$ cat src/rtl/crc_share_sched.sv
// rtl/crc_share_sched.sv - round-robin share of one byte-serial CRC engine across NUM_REQ frame sources
module crc_share_sched #(
  parameter int               NUM_REQ = 4,
  parameter int               DATA_W  = 8,
  parameter int               CRC_W   = 32,
  parameter logic [CRC_W-1:0] POLY    = 32'h04C11DB7,
  parameter logic [CRC_W-1:0] INIT    = 32'hFFFFFFFF,
  parameter logic [CRC_W-1:0] XOR_OUT = 32'hFFFFFFFF,
  parameter int               ID_W    = $clog2(NUM_REQ)
) (
  input  logic                      clk,
  input  logic                      rst,
  input  logic [NUM_REQ-1:0]        req_valid,
  input  logic [NUM_REQ*DATA_W-1:0] req_data,
  input  logic [NUM_REQ-1:0]        req_last,
  output logic [NUM_REQ-1:0]        req_ready,
  output logic                      res_valid,
  input  logic                      res_ready,
  output logic [CRC_W-1:0]          res_crc,
  output logic [ID_W-1:0]           res_id,
  output logic                      busy
);

  typedef enum logic [1:0] {IDLE, RUN, DONE} state_t;

  state_t            state;
  logic [ID_W-1:0]   rr_ptr;
  logic [ID_W-1:0]   gnt;
  logic [CRC_W-1:0]  crc_q;
  logic [CRC_W-1:0]  next_crc;
  logic [DATA_W-1:0] cur_data;
  logic              cur_valid;
  logic              cur_last;
  logic              any_valid;
  logic [ID_W-1:0]   pick;
  logic [ID_W:0]     cand;
  logic              fb;

  // Only the granted requester's beat is ever looked at.
  always_comb begin
    cur_data  = '0;
    cur_valid = 1'b0;
    cur_last  = 1'b0;
    for (int i = 0; i < NUM_REQ; i++) begin
      if (gnt == ID_W'(i)) begin
        cur_data  = req_data[i*DATA_W +: DATA_W];
        cur_valid = req_valid[i];
        cur_last  = req_last[i];
      end
    end
  end

  // First valid requester at or above rr_ptr, wrapping.
  always_comb begin
    pick      = '0;
    any_valid = 1'b0;
    cand      = '0;
    for (int i = 0; i < NUM_REQ; i++) begin
      cand = {1'b0, rr_ptr} + (ID_W+1)'(i);
      if (cand >= (ID_W+1)'(NUM_REQ))
        cand = cand - (ID_W+1)'(NUM_REQ);
      if (!any_valid && req_valid[cand[ID_W-1:0]]) begin
        any_valid = 1'b1;
        pick      = cand[ID_W-1:0];
      end
    end
  end

  always_comb begin
    next_crc = crc_q;
    fb       = 1'b0;
    for (int b = DATA_W - 1; b >= 0; b--) begin
      fb       = next_crc[CRC_W-1] ^ cur_data[b];
      next_crc = {next_crc[CRC_W-2:0], 1'b0} ^ (fb ? POLY : '0);
    end
  end

  always_comb begin
    req_ready = '0;
    for (int i = 0; i < NUM_REQ; i++)
      req_ready[i] = (state == RUN) && (gnt == ID_W'(i));
  end

  assign res_valid = (state == DONE);
  assign busy      = (state != IDLE);

  always_ff @(posedge clk or posedge rst) begin
    if (rst) begin
      state   <= IDLE;
      rr_ptr  <= '0;
      gnt     <= '0;
      crc_q   <= INIT;
      res_crc <= '0;
      res_id  <= '0;
    end else begin
      case (state)
        IDLE: begin
          if (any_valid) begin
            gnt   <= pick;
            crc_q <= INIT;
            state <= RUN;
          end
        end
        RUN: begin
          if (cur_valid) begin
            crc_q <= next_crc;
            if (cur_last) begin
              res_crc <= next_crc ^ XOR_OUT;
              res_id  <= gnt;
              state   <= DONE;
            end
          end
        end
        DONE: begin
          // The requester just served drops to lowest priority.
          if (res_ready) begin
            rr_ptr <= (gnt == ID_W'(NUM_REQ - 1)) ? '0 : gnt + ID_W'(1);
            state  <= IDLE;
          end
        end
        default: state <= IDLE;
      endcase
    end
  end

endmodule

$ cat config.mk
export PLATFORM = sky130hd
export DESIGN_NAME = crc_share_sched
export DESIGN_NICKNAME = d
export VERILOG_FILES = /design/src/rtl/crc_share_sched.sv
export SDC_FILE = /design/constraint.sdc
export NUM_CORES = 1
export LEC_CHECK = 0
export CORE_MARGIN = 2
export CORE_UTILIZATION = 40
export DETAILED_ROUTE_END_ITERATION = 16
export PLACE_DENSITY = 0.74
export SKIP_CTS_REPAIR_TIMING = 1
export SLEW_MARGIN = 30
export SYNTH_ARGS = -nofsm -noshare
export SYNTH_HDL_FRONTEND = slang
export SYNTH_SLANG_ARGS = --single-unit
export TNS_END_PERCENT = 1
$ cat constraint.sdc
create_clock -name clk -period 6 [get_ports clk]
set_clock_uncertainty 0.2 [all_clocks]
set_input_delay 1.5 -clock clk [delete_from_list [all_inputs] [get_ports clk]]
set_output_delay 1.5 -clock clk [all_outputs]
set_load 0.1 [all_outputs]
# Word-level counts from Yosys, hierarchy flattened
# Cells that the tools add are included.
# totals
output_inout_bits	40
ramBits	0
wordCells	116
memories	0
latch_bits	0
romBits	0
reg_bits	72
# classes
addsub	8
div	0
reduce_logical	19
n_mux	49
n_bitwise	17
n_eq_ne	9
shifts	0
n_mul	0
order_cmp	8
# ops
cell	n
XOR 32 x 27 -> 32 bit	8
two-way mux 27 bit	8
two-way mux 32 bit	2
case mux 32 bit (2 select lines)	1
two-way mux 8 bit	4
inverter 32 bit	1
two-way mux 2 bit	13
two-way mux 1 bit	16
< comparator 2 x 3 -> 1 bit (second input constant)	4
>= comparator 3 bit (second input constant)	3
binary-select mux 1 bit (select 2 bit)	4
subtractor 2 x 1 -> 2 bit (second input constant)	4
XOR 1 bit	8
logical AND 1 bit	7
adder 2 x 2 -> 3 bit (second input constant)	2
== test 2 bit (second input constant)	3
!= test 2 bit (second input constant)	3
case mux 2 bit (3 select lines)	1
AND reduction 3 bit	2
== test 2 x 1 -> 1 bit (second input constant)	2
zero test 2 bit	2
AND reduction 2 bit	2
AND reduction 4 bit	1
nonzero test 2 bit	2
other kinds (5)	7

# Logic depth before layout (Yosys ltp)
# depth
ltp_word	31
ltp_mapped	12

# Worst setup path after synthesis
# No wires, ideal clock.
# synth_timing
path_kind	in2reg
startpoint	input port req_data[9]
endpoint	register res_crc[13]
t_required_ps	5674
setup_time_ps	126
cell_stages	7
slack_ps	2289
t_arrival_ps	3385
cell_sequence	a221o_2 > a22oi_4 > xnor2_4 > xnor3_2 > xnor2_2 > xnor2_1 > mux2_2
# synth_via
elab_chain_len	8
# synth_lines
item	line	text
from (decl)	14	input logic [NUM_REQ*DATA_W-1:0] req_data,
two-way mux 8 bit (3 in series)	45	if (gnt == ID_W'(i)) begin
XOR 1 bit	73	fb = next_crc[CRC_W-1] ^ cur_data[b];
two-way mux 27 bit	74	next_crc = {next_crc[CRC_W-2:0], 1'b0} ^ (fb ? POLY : '0);
XOR 32 x 27 -> 32 bit (2 in series)	74	
inverter 32 bit (no line)	n/a	
to (signal assigned)	108	res_crc <= next_crc ^ XOR_OUT;
to (decl)	19	output logic [CRC_W-1:0] res_crc,
# No other way between the ends.
# A chain may end at the register's enable or synchronous reset.

# Worst setup path in the final report
# layout_timing
startpoint	register gnt[0]
endpoint	output port req_ready[3]
# layout_via
elab_chain_len	2
# layout_lines
item	line	text
from (decl)	28	logic [ID_W-1:0] gnt;
from (signal assigned)	99	gnt <= pick;
== test 2 bit	81	req_ready[i] = (state == RUN) && (gnt == ID_W'(i));
logical AND 1 bit	81	
to (decl)	16	output logic [NUM_REQ-1:0] req_ready,
# No other way between the ends.

==> results.yml <==
status:
  status: "finished, final reports clean"
setup_path:
  crit_family: "buffers and inverters"
  worstSetupPathDepth: 3
  crit_slowest_cell: "clkdlybuf4s50_1"
  arrival_ps: 2860
  crit_chain: "ha_1 > and2_1 > clkdlybuf4s50_1"
  crit_path_max_incr_delay_ps: 1130
  crit_type: "reg2out"
  cp_num_buf_inv: 1
  timing.rr.end: "res_crc[5]$_DFFE_PP0P_"
  end_kind: "output pin"
  r2r_slack_ps: 2330
  cp_max_fo: 18
  reg2regPathDepth: 9
  start_kind: "flop"
  cp.required_ps: 4300
  rr_startpoint: "gnt[0]$_DFFE_PP0P_"
floorplan:
  fp.dieW_um: 104
  row_count: 36
  start_util_pct: 41.0
  die_area_sq_um: 10800
  pin_count: 83
  core_sq_um: 9730
  die_h_um: 104
logic_synthesis:
  async_flop_share_pct: 100
  yosysWarnings: 0
  syn-num-nets: 418
  synth_seq_area_share_pct: 46.1
  synth_edf_count: 0
  yosys_most_used_dff: "dfrtp_1"
  synth-seq-cells: 72
  synth.avg_cell_area_sq_um: 10.8
  netlist_area_sq_um: 3990
  synthDistinctLibCells: 44
  netlist_instances: 371
sta:
  post-route-period-util_pct: 76.0
  slew_headroom_pct: 33.5
  setup_violations: 0
  fin_crit_ps: 4560
  worstMarginPinSlew_ps: 994
  fin_tns_setup_ps: 0
  hold_slack_ps: 283
  slew_viol_final: 0
  finalHoldViolCount: 0
  rsz0062_at_grt: "no"
  fmax_mhz: 219
finish:
  utilization_pct: 52.6
  drive_gt1_share_pct: 22.1
  diodes: 0
  stdcell_count: 586
  layout_common_cells: "82 x clkdlybuf4s50_1, 40 x dfrtp_1, 34 x nand2_1, 33 x xnor2_1, 32 x dfstp_2"
  final_common_cell: "clkdlybuf4s50_1"
  fillers: 901
  fin_nets: 495
  area_growth_syn_to_layout_pct: 28.3
route:
  drtIter0Drc: 136
  wl_per_cell_um: 16.0
  vias: 2992
  drtAntennaViolNets: 0
  drc: 0
  vias_per_cell: 5.11
  drt_pass1_iterations: 4
  postRouteWirelength_um: 9380
global_routing:
  antenna_found_initial: 0
  gr-total-overflow: 0
  gr-usage-all-layers_pct: 17.7
  grt_pass1_vias: 3039
  grt_first_pass_wirelength_um: 15200
  grt_max_degree: 65
cts:
  cts_root_buffer: "clkbuf_8"
  cts.path.max_buffers: 2
  clk-insertion-delay-late_ps: 350
  htreeDepth: 3
  cts.sinks: 72
  cts_tree: "yes"
  cts_made_buffers: 9
  path_clk_slew_ps: 80
placement:
  portBuffers: 82
  hpwl_um: 6720
  place_congestion: 0.804
  dp.cells: 570
worst_hold_path:
  hp-class: "reg2reg"
  min-delay-start: "state[1]$_DFFE_PP0P_"
  hold_depth: 1
  min_to: "state[0]$_DFFE_PP0P_"
flow_run:
  drv_cap: 0
## synthesized netlist by cell type, types with 2 or more instances
library cell / count / area (sq um)
a221oi_1: 2 / 17.5
a22oi_1: 5 / 37.5
nor2b_1: 4 / 25.0
nand2_1: 34 / 128
and2_1: 4 / 25.0
buf_2: 2 / 10.0
xor2_1: 21 / 184
dfstp_2: 32 / 841
nand2b_1: 2 / 12.5
inv_1: 11 / 41.3
xnor2_4: 3 / 82.6
xnor2_2: 6 / 97.6
a21o_1: 3 / 22.5
xor2_2: 2 / 32.5
ha_1: 4 / 50.1
nor2_1: 21 / 78.8
nor3_1: 19 / 95.1
buf_6: 2 / 22.5
o22ai_1: 6 / 37.5
mux2_2: 20 / 225
clkbuf_1: 13 / 48.8
o21ai_0: 29 / 145
buf_1: 3 / 11.3
dfrtp_1: 40 / 1000
a21oi_1: 29 / 145
o31ai_1: 2 / 15.0
xnor3_2: 3 / 71.3
xnor2_1: 33 / 289
## sequential cells by signal, summed over array words and instances (netlist names)
register,flops
res_crc,32
res_id,2
state,2
gnt,2
crc_q,32
rr_ptr,2
## stage by stage
step	area, sq um	worst slack [ps]
after floorplan	3990	2290
after global placement	4920	1700
after detailed placement	4920	1630
after CTS	5120	1440
after global routing	5120	1360
final	5120	1440
## layer usage
metal	track usage [%]	vias to the layer above	share of wire, %
met4	6.76	0	2.1
met5	0	-	0
met2	29.2	86	49
met3	3.13	16	4.7
li1	-	1412	-
met1	23.3	1478	45
## kinds of logic (layout without fill, tap and decap cells)
group	after synthesis	in the layout	synth area share [%]
compound gates	85	85	13.6
xor+xnor	69	69	19.6
fa+ha+maj	4	4	1.25
buf+inv	31	113	3.35
flops	72	72	46.1
mux	20	20	5.64
simple gates	90	90	10.3
## worst max path at each step
stage	endpoint	from	slack [ps]
after floorplan	res_crc[13]$_DFFE_PP0P_	req_data[9]	2290
after global placement	res_crc[16]$_DFFE_PP0P_	req_data[14]	1700
after detailed placement	res_crc[30]$_DFFE_PP0P_	req_valid[1]	1630
after CTS	req_ready[3]	gnt[0]$_DFFE_PP0P_	1440
after global routing	req_ready[3]	gnt[0]$_DFFE_PP0P_	1360
final	req_ready[3]	gnt[0]$_DFFE_PP0P_	1440
## cell type report
| type | count | area (sq um) | area share [%] |
|---|---|---|---|
| Tap cell | 133 | 166 | 3.25 |
| Clock buffer | 9 | 124 | 2.42 |
| Inverter | 11 | 41.3 | 0.806 |
| Multi-Input combinational cell | 268 | 2020 | 39.4 |
| Clock inverter | 7 | 77.6 | 1.51 |
| Timing Repair Buffer | 86 | 851 | 16.6 |
| Sequential cell | 72 | 1840 | 36.0 |
Power is left out: the tool's default activity adds up to more than one toggle a clock period on the data nets, which glitch-free logic cannot reach.
